$ cat src/rtl/loop_nest_counter.sv
// loop_nest_counter: DIMS-deep perfect loop nest iterator, one issue every II unstalled cycles.
// Define LOOP_NEST_ITER_COUNT_EN to add a saturating 32-bit issued-iteration counter.
module loop_nest_counter #(
  parameter int DIMS  = 2,
  parameter int IDX_W = 16,
  parameter int II    = 1
) (
  input  logic                  clk,
  input  logic                  rst,
  input  logic                  start,
  input  logic                  stall,
  input  logic [DIMS*IDX_W-1:0] bounds,
  output logic [DIMS*IDX_W-1:0] idx,
  output logic                  valid,
  output logic                  last,
  output logic                  busy,
  output logic                  done
`ifdef LOOP_NEST_ITER_COUNT_EN
  ,
  output logic [31:0]           iter_count
`endif
);

  localparam int GW = (II > 1) ? $clog2(II) : 1;
  localparam logic [GW-1:0] GAP_RELOAD = GW'(II - 1);

  typedef enum logic [1:0] {
    S_IDLE,
    S_RUN,
    S_DONE
  } state_t;

  state_t                     state_q;
  logic [DIMS-1:0][IDX_W-1:0] bnd_in;
  logic [DIMS-1:0][IDX_W-1:0] bnd_q;
  logic [DIMS-1:0][IDX_W-1:0] idx_q;
  logic [DIMS-1:0][IDX_W-1:0] idx_nxt;
  logic [GW-1:0]              gap_q;
  logic [DIMS-1:0]            at_max;
  logic                       at_end;
  logic                       any_zero;

  assign bnd_in = bounds;
  assign idx    = idx_q;

  // Per-dim wrap detection, zero-trip detection and odometer successor
  always_comb begin
    logic carry;
    carry    = 1'b1;
    any_zero = 1'b0;
    at_max   = '0;
    idx_nxt  = idx_q;
    for (int d = 0; d < DIMS; d++) begin
      at_max[d] = (idx_q[d] == bnd_q[d] - IDX_W'(1));
      any_zero  = any_zero | (bnd_in[d] == '0);
      unique case (1'b1)
        (!carry):               idx_nxt[d] = idx_q[d];
        (carry && at_max[d]):   idx_nxt[d] = '0;
        (carry && !at_max[d]):  idx_nxt[d] = idx_q[d] + IDX_W'(1);
      endcase
      carry = carry & at_max[d];
    end
  end

  assign at_end = &at_max;
  assign valid  = (state_q == S_RUN) && (gap_q == '0) && !stall;
  assign last   = valid && at_end;

  // Control FSM with registered busy/done, index and issue-gap state
  always_ff @(posedge clk or negedge rst) begin
    if (!rst) begin
      state_q <= S_IDLE;
      bnd_q   <= '0;
      idx_q   <= '0;
      gap_q   <= '0;
      busy    <= 1'b0;
      done    <= 1'b0;
    end else begin
      done <= 1'b0;
      unique case (state_q)
        S_IDLE: begin
          if (start) begin
            bnd_q <= bnd_in;
            idx_q <= '0;
            gap_q <= '0;
            if (any_zero) begin
              state_q <= S_DONE;
              done    <= 1'b1;
            end else begin
              state_q <= S_RUN;
              busy    <= 1'b1;
            end
          end
        end
        S_RUN: begin
          if (valid) begin
            idx_q <= idx_nxt;
            gap_q <= GAP_RELOAD;
            if (at_end) begin
              state_q <= S_DONE;
              busy    <= 1'b0;
              done    <= 1'b1;
              idx_q   <= '0;
            end
          end else if (!stall && gap_q != '0) begin
            gap_q <= gap_q - GW'(1);
          end
        end
        S_DONE: begin
          state_q <= S_IDLE;
          idx_q   <= '0;
        end
        default: begin
          state_q <= S_IDLE;
          busy    <= 1'b0;
        end
      endcase
    end
  end

`ifdef LOOP_NEST_ITER_COUNT_EN
  // Issued-iteration count, cleared on accepted start, saturating
  always_ff @(posedge clk or negedge rst) begin
    if (!rst) begin
      iter_count <= '0;
    end else if (state_q == S_IDLE && start) begin
      iter_count <= '0;
    end else if (valid && iter_count != '1) begin
      iter_count <= iter_count + 32'd1;
    end
  end
`endif

endmodule

$ cat config.mk
export PLATFORM = sky130hd
export DESIGN_NAME = loop_nest_counter
export DESIGN_NICKNAME = d
export VERILOG_FILES = /design/src/rtl/loop_nest_counter.sv
export SDC_FILE = /design/constraint.sdc
export NUM_CORES = 1
export LEC_CHECK = 0
export ABC_AREA = 1
export CAP_MARGIN = 20
export CORE_ASPECT_RATIO = 0.8
export CORE_MARGIN = 10
export CORE_UTILIZATION = 41
export DETAILED_ROUTE_END_ITERATION = 12
export HOLD_SLACK_MARGIN = 0.02
export MAX_ROUTING_LAYER = met4
export PLACE_DENSITY = 0.66
export SYNTH_ARGS = -nofsm -noshare
export SYNTH_HDL_FRONTEND = slang
export SYNTH_SLANG_ARGS = --single-unit
$ cat constraint.sdc
create_clock -name clk -period 2.9 [get_ports clk]
set_input_delay 0.29 -clock clk [delete_from_list [all_inputs] [get_ports clk]]
set_output_delay 0.29 -clock clk [all_outputs]
set_load 0.01 [all_outputs]
==> results of run 1 <==
## report_power, final
| group | leakage, nW | switching, mW | internal [mW] |
|---|---|---|---|
| Combinational | 1.79 | 0.315 | 0.263 |
| Clock | 0.147 | 0.418 | 0.752 |
| Sequential | 0.868 | 0.0963 | 1.03 |
| Total | 2.80 | 0.830 | 2.05 |
## metal layers
| metal | up-vias | share of wire | global-route usage | wire [um] |
|---|---|---|---|---|
| li1 | 2453 | - | - | - |
| met5 | - | 0 | - | 0 |
| met3 | 13 | 0.066 | 0.0427 | 980 |
| met2 | 153 | 0.42 | 0.250 | 6170 |
| met1 | 2301 | 0.51 | 0.265 | 7590 |
| met4 | 0 | 0.0084 | 0.0421 | 125 |
## through the flow
step	cell area (um^2)	total power [mW]
after floorplan	4880	1.44
after global placement	5800	1.69
after detailed placement	5800	1.71
after CTS	6150	2.89
after global routing	6180	3.03
final	6180	2.88
## kinds of logic (layout without fill, tap and decap cells)
kind of cell               after synthesis  after routing  synth area share
AOI/OAI and AO/OA                       58             58            0.0636
xor gates and xnor gates                44             44            0.0790
adders and majority gates                4              4            0.0103
buffers and inverters                   96            183            0.0770
DFF                                     69             69             0.354
and+or+nand+nor                        445            445             0.416
## what timing repair did
action	4_1_cts	5_1_grt
pin swaps	3	6
setup endpoints to repair	1	1
buffers inserted	2	3
gates resized for setup	9	6
## sequential cells by signal, indices dropped and copies added, names as in the netlist
register,cells
bnd_q,32
idx,32
state_q,2
busy,1
done,1
gap_q,1
## synth_stat cells, types with 2 or more instances
library cell / number / area, um^2
nand2_1: 223 / 837
nor3b_1: 2 / 15.0
clkbuf_1: 9 / 33.8
buf_2: 6 / 30.0
nand3b_1: 11 / 82.6
and3_1: 2 / 12.5
a21oi_1: 4 / 20.0
a31oi_1: 2 / 12.5
inv_2: 8 / 30.0
nor2_2: 9 / 56.3
o21ai_1: 18 / 90.1
nor2_1: 78 / 293
nor3_1: 16 / 80.1
nor4_1: 11 / 68.8
inv_1: 72 / 270
o21ai_0: 31 / 155
nand2_2: 4 / 25.0
xor2_1: 31 / 272
xnor2_1: 13 / 114
nand4_1: 16 / 100
nand3_2: 3 / 30.0
nor2_4: 5 / 56.3
and2_1: 3 / 18.8
dfrtp_1: 69 / 1730
ha_1: 4 / 50.1
nand3_1: 58 / 290
## worst max-delay path: cells and delay by family, from the launching register on
kind,cells,cell delay (ps)
AND/OR/NAND/NOR,6,830
flip-flops,1,370
buffers and inverters,4,320
adder cells (fa/ha/maj),1,290
AO/OA/AOI/OAI,2,240
## placed cells by master, fill, tap and decap left out, types with 2 or more instances in the layout
cell / n
nor4_1: 11
clkbuf_16: 9
nand3b_1: 11
nor2_2: 11
xnor2_1: 13
bufinv_16: 2
nand3_1: 57
inv_1: 71
nor3_1: 14
a31oi_1: 2
o21ai_1: 18
nand2_2: 4
ha_1: 3
nand4_1: 16
nor2_1: 74
inv_2: 9
buf_4: 15
nor2_4: 7
and2_1: 3
nor3_2: 2
and3_1: 2
o21ai_0: 31
dfrtp_1: 68
xor2_1: 31
nand2_1: 223
nand3_2: 4
clkdlybuf4s50_1: 69
clkbuf_1: 3
a21oi_1: 4
## area by class of cell
type	count	area share
well taps	148	0.0299
multi-input cells	551	0.457
clock buffers	12	0.0382
clock inverters	4	0.0117
flip-flops and latches	69	0.279
inverters	80	0.0486
repair buffers	87	0.135
## path summary, 6_finish.rpt
path | depth (start not counted) | slack, ps | endpoint
min in group clk | 2 | 480 | busy$_DFFE_PN0P_
worst max register to register | 14 | 480 | idx[8]$_DFFE_PN0P_
max in group asynchronous | 2 | 2180 | idx[20]$_DFFE_PN0P_
worst max-delay path | 13 | 220 | last
worst min register to register | 2 | 480 | busy$_DFFE_PN0P_
worst min-delay path | 1 | 40 | idx[11]$_DFFE_PN0P_
==> summary.md, run 1 <==
| Metric | Value |
|---|---|
| Placed insts | `930` |
| Maximum clock rate | `0.373 GHz` |
| Io pins | `72` |
| Yosys cell types | `34` |
| Post-synthesis area per instance | `6.81 um^2` |
| Hold Vio Cnt, Final | `0` |
| Die ar. | `16,700 um^2` |
| Initial antenna violation count | `0` |
| Vias | `4,920` |
| Post-synth top flop | `dfrtp_1` |
| Number of global-route vias before repair | `4,651` |
| YS warnings | `0` |
| Crit path from | `bnd_q[16]$_DFFE_PN0P_` |
| Power Density | `465 nW/um^2` |
| Status | `complete, no violations` |
| CTS tree | `built` |
| HP Class | `input port to asynchronous set/reset pin` |
| Max_slew headroom | `0.451` |
| Clock Sinks | `69` |
| DRT Wirelength | `14.9 mm` |
| DR vias/cell | `5.17` |
| Mapped Area | `4880 um^2` |
| WP data required | `2610 ps` |
| Clk_skew | `5.44 ps` |
| Final period util | `0.926` |
| Fin util | `0.535` |
| Place WS | `10.6 ps` |
| Drt pass-1 iters | `5` |
| Layout Cells excl Fill | `951` |
| Largest net degree at the start of global routing | `37` |
| Post-synth EDFFs | `0` |
| Asr flop ratio synth | `1.00` |
| VDD IR max | `0.000261 V` |
| Antenna Cells | `0` |
| Clock Tree Buf Depth | `2` |
| # DRC | `0` |
| #FFs+latches synth | `69` |
| Area grow syn2layout | `26.8%` |
| Overflow after GRT | `0` |
| CTS Hold Bufs | `0` |
| TritonCTS Buffers | `9` |
| WL/cell | `15.6 um` |
| Footprint of the multi-input gates | `2830 um^2` |
| Die X | `142 um` |
| Max Cap Viol | `0` |
| Worst Setup End Kind | `primary output` |
| Crit path time final | `2680 ps` |
| Register area | `1730 um^2` |
| First-pass GRT wire length | `24.4 mm` |
| Post-Syn Instances | `716` |
| Routed Antenna Nets | `0` |
| Total GRT Usage | `0.183` |
| CP max-delay cell | `dfrtp_1` |
| CP cell instances | `inv_2 > ha_1 > inv_1 > nand2_1 > nand4_1 > a21oi_1 > o21ai_0 > nor3_1 > nand4_1 > nor3_2 > nand3_2 > inv_1 > clkbuf_2` |
| Root buf cell | `clkbuf_16` |
| Drt first-iter violations | `385` |
| Worst hold slack | `36.1 ps` |
| H-tree Lvls | `3` |
| Final net count | `838` |
| Initial core utilization | `0.422` |
| Final setup fails | `0` |
| # rows | `35` |
| Worst setup SP type | `register` |
| Final worst slack | `216 ps` |
| Skew-Pair Late Insertion Delay | `340 ps` |
| CTS clk-pin slew, worst paths | `60 ps` |
| Slew @ Worst Pin | `824 ps` |
| Leakage power | `2.80 nW` |
| WS Path Type | `register to primary output` |
| GP Congestion | `0.947` |
| Layout cells sized above 1 | `0.0946` |
| Final setup TNS | `0 ps` |
| Largest stage delay on the critical path | `370 ps` |
| CP max FO | `5` |
| Fill count | `1,125` |
| R2r startpoint | `bnd_q[2]$_DFFE_PN0P_` |
| Die Y | `118 um` |
| Core Area | `11,600 um^2` |
| Slew Limit Fails | `0` |
| Sequential area share after synthesis | `0.354` |
| DP Wirelength | `11.6 mm` |
| Syn nets | `756` |
| Arrival time at the worst endpoint | `2390 ps` |
| Port Buffer Count | `71` |
Power figures use the tool's default switching activity.
==> run 2: changes to the inputs <==
--- a/config.mk
+++ b/config.mk
@@ -11,9 +11,12 @@
 export CORE_MARGIN = 10
 export CORE_UTILIZATION = 41
 export DETAILED_ROUTE_END_ITERATION = 12
+export GPL_TIMING_DRIVEN = 0
 export HOLD_SLACK_MARGIN = 0.02
 export MAX_ROUTING_LAYER = met4
 export PLACE_DENSITY = 0.66
+export RECOVER_POWER = 50
 export SYNTH_ARGS = -nofsm -noshare
 export SYNTH_HDL_FRONTEND = slang
 export SYNTH_SLANG_ARGS = --single-unit
+export TNS_END_PERCENT = 30
==> run 2 against run 1 <==
  * The flow now finishes with violations (max-capacitance violations, max-slew violations)
  * Die area unchanged
  * Total power rose by 1.5%
  * Critical path depth is 1 lower
  * Sequential power about the same
  * Clock skew is essentially flat
  * Setup slack lost 11 ps
  * Global-route usage is 0.65 points higher
  * Via count rose by 0.12%
  * Non-clock buffer count increased by 3
  * First-iteration DRC count down 7.8%
  * Largest power group unchanged
  * Highest routed layer unchanged
==> summary.md, run 2 (synthesized netlist as in run 1, its figures left out) <==
| Metric | Value |
|---|---|
| Initial core utilization | `0.422 (unchanged)` |
| Overflow after GRT | `0 (unchanged)` |
| CTS tree | `built` |
| Power Density | `471 nW/um^2 (+1.3%)` |
| First-pass GRT wire length | `25.0 mm (+2.5%)` |
| Routed Antenna Nets | `0 (unchanged)` |
| Area post-placement | `5770 um^2 (-0.43%)` |
| Die Y | `118 um (unchanged)` |
| CTS clk-pin slew, worst paths | `60 ps (about the same)` |
| DRT Wirelength | `15.2 mm (+2.2%)` |
| Root buf cell | `clkbuf_16` |
| Final period util | `0.929 (+0.00363)` |
| Worst hold slack | `433 ps (+397 ps)` |
| Clk_skew | `5.61 ps (+0.167 ps)` |
| R2r startpoint | `bnd_q[0]$_DFFE_PN0P_` |
| Io pins | `72 (unchanged)` |
| Max_slew headroom | `-0.190 (-0.641)` |
| Leakage power | `2.82 nW (+0.80%)` |
| HP Class | `input port to asynchronous set/reset pin` |
| CP max-delay cell | `dfrtp_1` |
| WS Path Type | `register to primary output` |
| Placed insts | `935 (+0.54%)` |
| Vias | `4,926 (+0.12%)` |
| Worst Setup End Kind | `primary output` |
| WL/cell | `15.9 um (+1.9%)` |
| Total GRT Usage | `0.190 (+0.00652)` |
| Layout Cells excl Fill | `954 (+0.32%)` |
| Layout cells sized above 1 | `0.0955 (+0.000888)` |
| Worst reg2reg path depth | `12 (-2)` |
| Final worst slack | `205 ps (-10.5 ps)` |
| Largest stage delay on the critical path | `380 ps (about the same)` |
| Clock Sinks | `69 (unchanged)` |
| Number of global-route vias before repair | `4,599 (-1.1%)` |
| Antenna Cells | `0 (unchanged)` |
| Unrepaired setup endpoints after global routing | `no` |
| Drt first-iter violations | `355 (-7.8%)` |
| Slew Limit Fails | `70 (+70)` |
| Die X | `142 um (unchanged)` |
| CP max FO | `5 (unchanged)` |
| Skew-Pair Late Insertion Delay | `340 ps (about the same)` |
| Clock Tree Buf Depth | `2 (unchanged)` |
| Max Cap Viol | `1 (+1)` |
| Initial antenna violation count | `0 (unchanged)` |
| H-tree Lvls | `3 (unchanged)` |
| CP cell instances | `inv_2 > ha_2 > nand2_1 > nand4_1 > a21oi_2 > o21ai_1 > nor3_1 > nand4_1 > nor3_2 > nand3_2 > inv_1 > clkbuf_2` |
| Arrival time at the worst endpoint | `2400 ps (about the same)` |
| Final net count | `841 (+0.36%)` |
| Hold Vio Cnt, Final | `0 (unchanged)` |
| Maximum clock rate | `0.371 GHz (-0.39%)` |
| DR vias/cell | `5.16 (-0.19%)` |
| Crit path time final | `2690 ps (+10.5 ps)` |
| Final setup fails | `0 (unchanged)` |
| Area grow syn2layout | `27.1%` |
| VDD IR max | `0.000265 V (+1.3%)` |
| Status | `finished with violations` |
| Slew @ Worst Pin | `1790 ps (+962 ps)` |
| Place WS | `-189 ps (-200 ps)` |
| WP data required | `2610 ps (about the same)` |
| DP Wirelength | `12.0 mm (+2.6%)` |
| Tot Pwr | `2.92 mW (+1.5%)` |
| Port Buffer Count | `71 (unchanged)` |
| Die ar. | `16,700 um^2 (unchanged)` |
| Commonest non-fill, non-tap cell in the layout | `nand2_1` |
| Worst setup SP type | `register` |
| Core Area | `11,600 um^2 (unchanged)` |
| Drt pass-1 iters | `4 (-1)` |
| Commonest non-fill, non-tap cells in the layout | `222 x nand2_1, 73 x nor2_1, 71 x inv_1` |
| Violations in the final reports | `max-capacitance violations, max-slew violations` |
| Largest net degree at the start of global routing | `70 (+89%)` |
| Worst reg2reg setup slack | `400 ps (-80 ps)` |
| Final instance area | `6200 um^2 (+0.22%)` |
| GP Congestion | `0.951 (+0.44%)` |
| Most used cell, CP | `nand4_1` |
| # DRC | `0 (unchanged)` |
| TritonCTS Buffers | `9 (unchanged)` |
| # rows | `35 (unchanged)` |
| Reg-to-reg endpoint | `idx[13]$_DFFE_PN0P_` |
run 2: changes by cell type in the layout (fill, tap and decap cells not counted), moves of 5 or more:
cell,before,now
buf_2,1,6
clkdlybuf4s50_1,69,51
clkbuf_1,3,9
buf_4,15,4
dlygate4sd3_1,0,18
run 2: per-stage QoR:
stage	TNS (ps)	utilization
finish	0	0.536
global placement	-61780	0.499
detailed placement	-189	0.499
floorplan	0	-
CTS	0	0.532
global route	0	0.536
run 2: how the worst max path moves through the flow:
stage / startpoint / cells past startpoint / endpoint
after global placement: rst / 1 / idx[27]$_DFFE_PN0P_
after floorplan: bnd_q[0]$_DFFE_PN0P_ / 16 / idx[13]$_DFFE_PN0P_
after CTS: bnd_q[0]$_DFFE_PN0P_ / 12 / last
after global routing: bnd_q[17]$_DFFE_PN0P_ / 12 / last
final: bnd_q[16]$_DFFE_PN0P_ / 12 / last
after detailed placement: bnd_q[16]$_DFFE_PN0P_ / 11 / last
run 2: area by class of cell:
type                       instances  area, um^2
tap                              148         185
clock buffer                      11         243
multi-input combinational        551        2860
sequential                        69        1730
buffer                            15        71.3
timing repair buffer              75         731
fill                            1132        5360
clock inverter                     5        83.8
inverter                          80         300
run 2: power by group:
| group | leakage (nW) | switching, mW | internal [mW] | total (mW) |
|---|---|---|---|---|
| Clock | 0.152 | 0.454 | 0.779 | 1.23 |
| Sequential | 0.869 | 0.0918 | 1.03 | 1.12 |
| Combinational | 1.80 | 0.318 | 0.247 | 0.565 |
run 2: worst max-delay path: cells and delay by family, from the launching register on:
kind | cells | cell delay [ps]
AOI/OAI and AO/OA | 2 | 240
adders and majority gates | 1 | 280
buffers and inverters | 3 | 310
DFF | 1 | 380
and+or+nand+nor | 6 | 850
run 2: repair_timing:
action                     4_1_cts  5_1_grt
gates cloned                     0        0
setup endpoints to repair        1        1
pin swaps                        4        6
hold buffers                     0        0
setup buffers                    2        2
gates resized for setup         12       12
run 2: metal layers:
layer,up-vias,part of all wire,global-route usage
met2,153,0.40,0.247
li1,2471,-,-
met5,-,0,-
met1,2291,0.53,0.289
met3,11,0.065,0.0403
met4,0,0.0082,0.0383
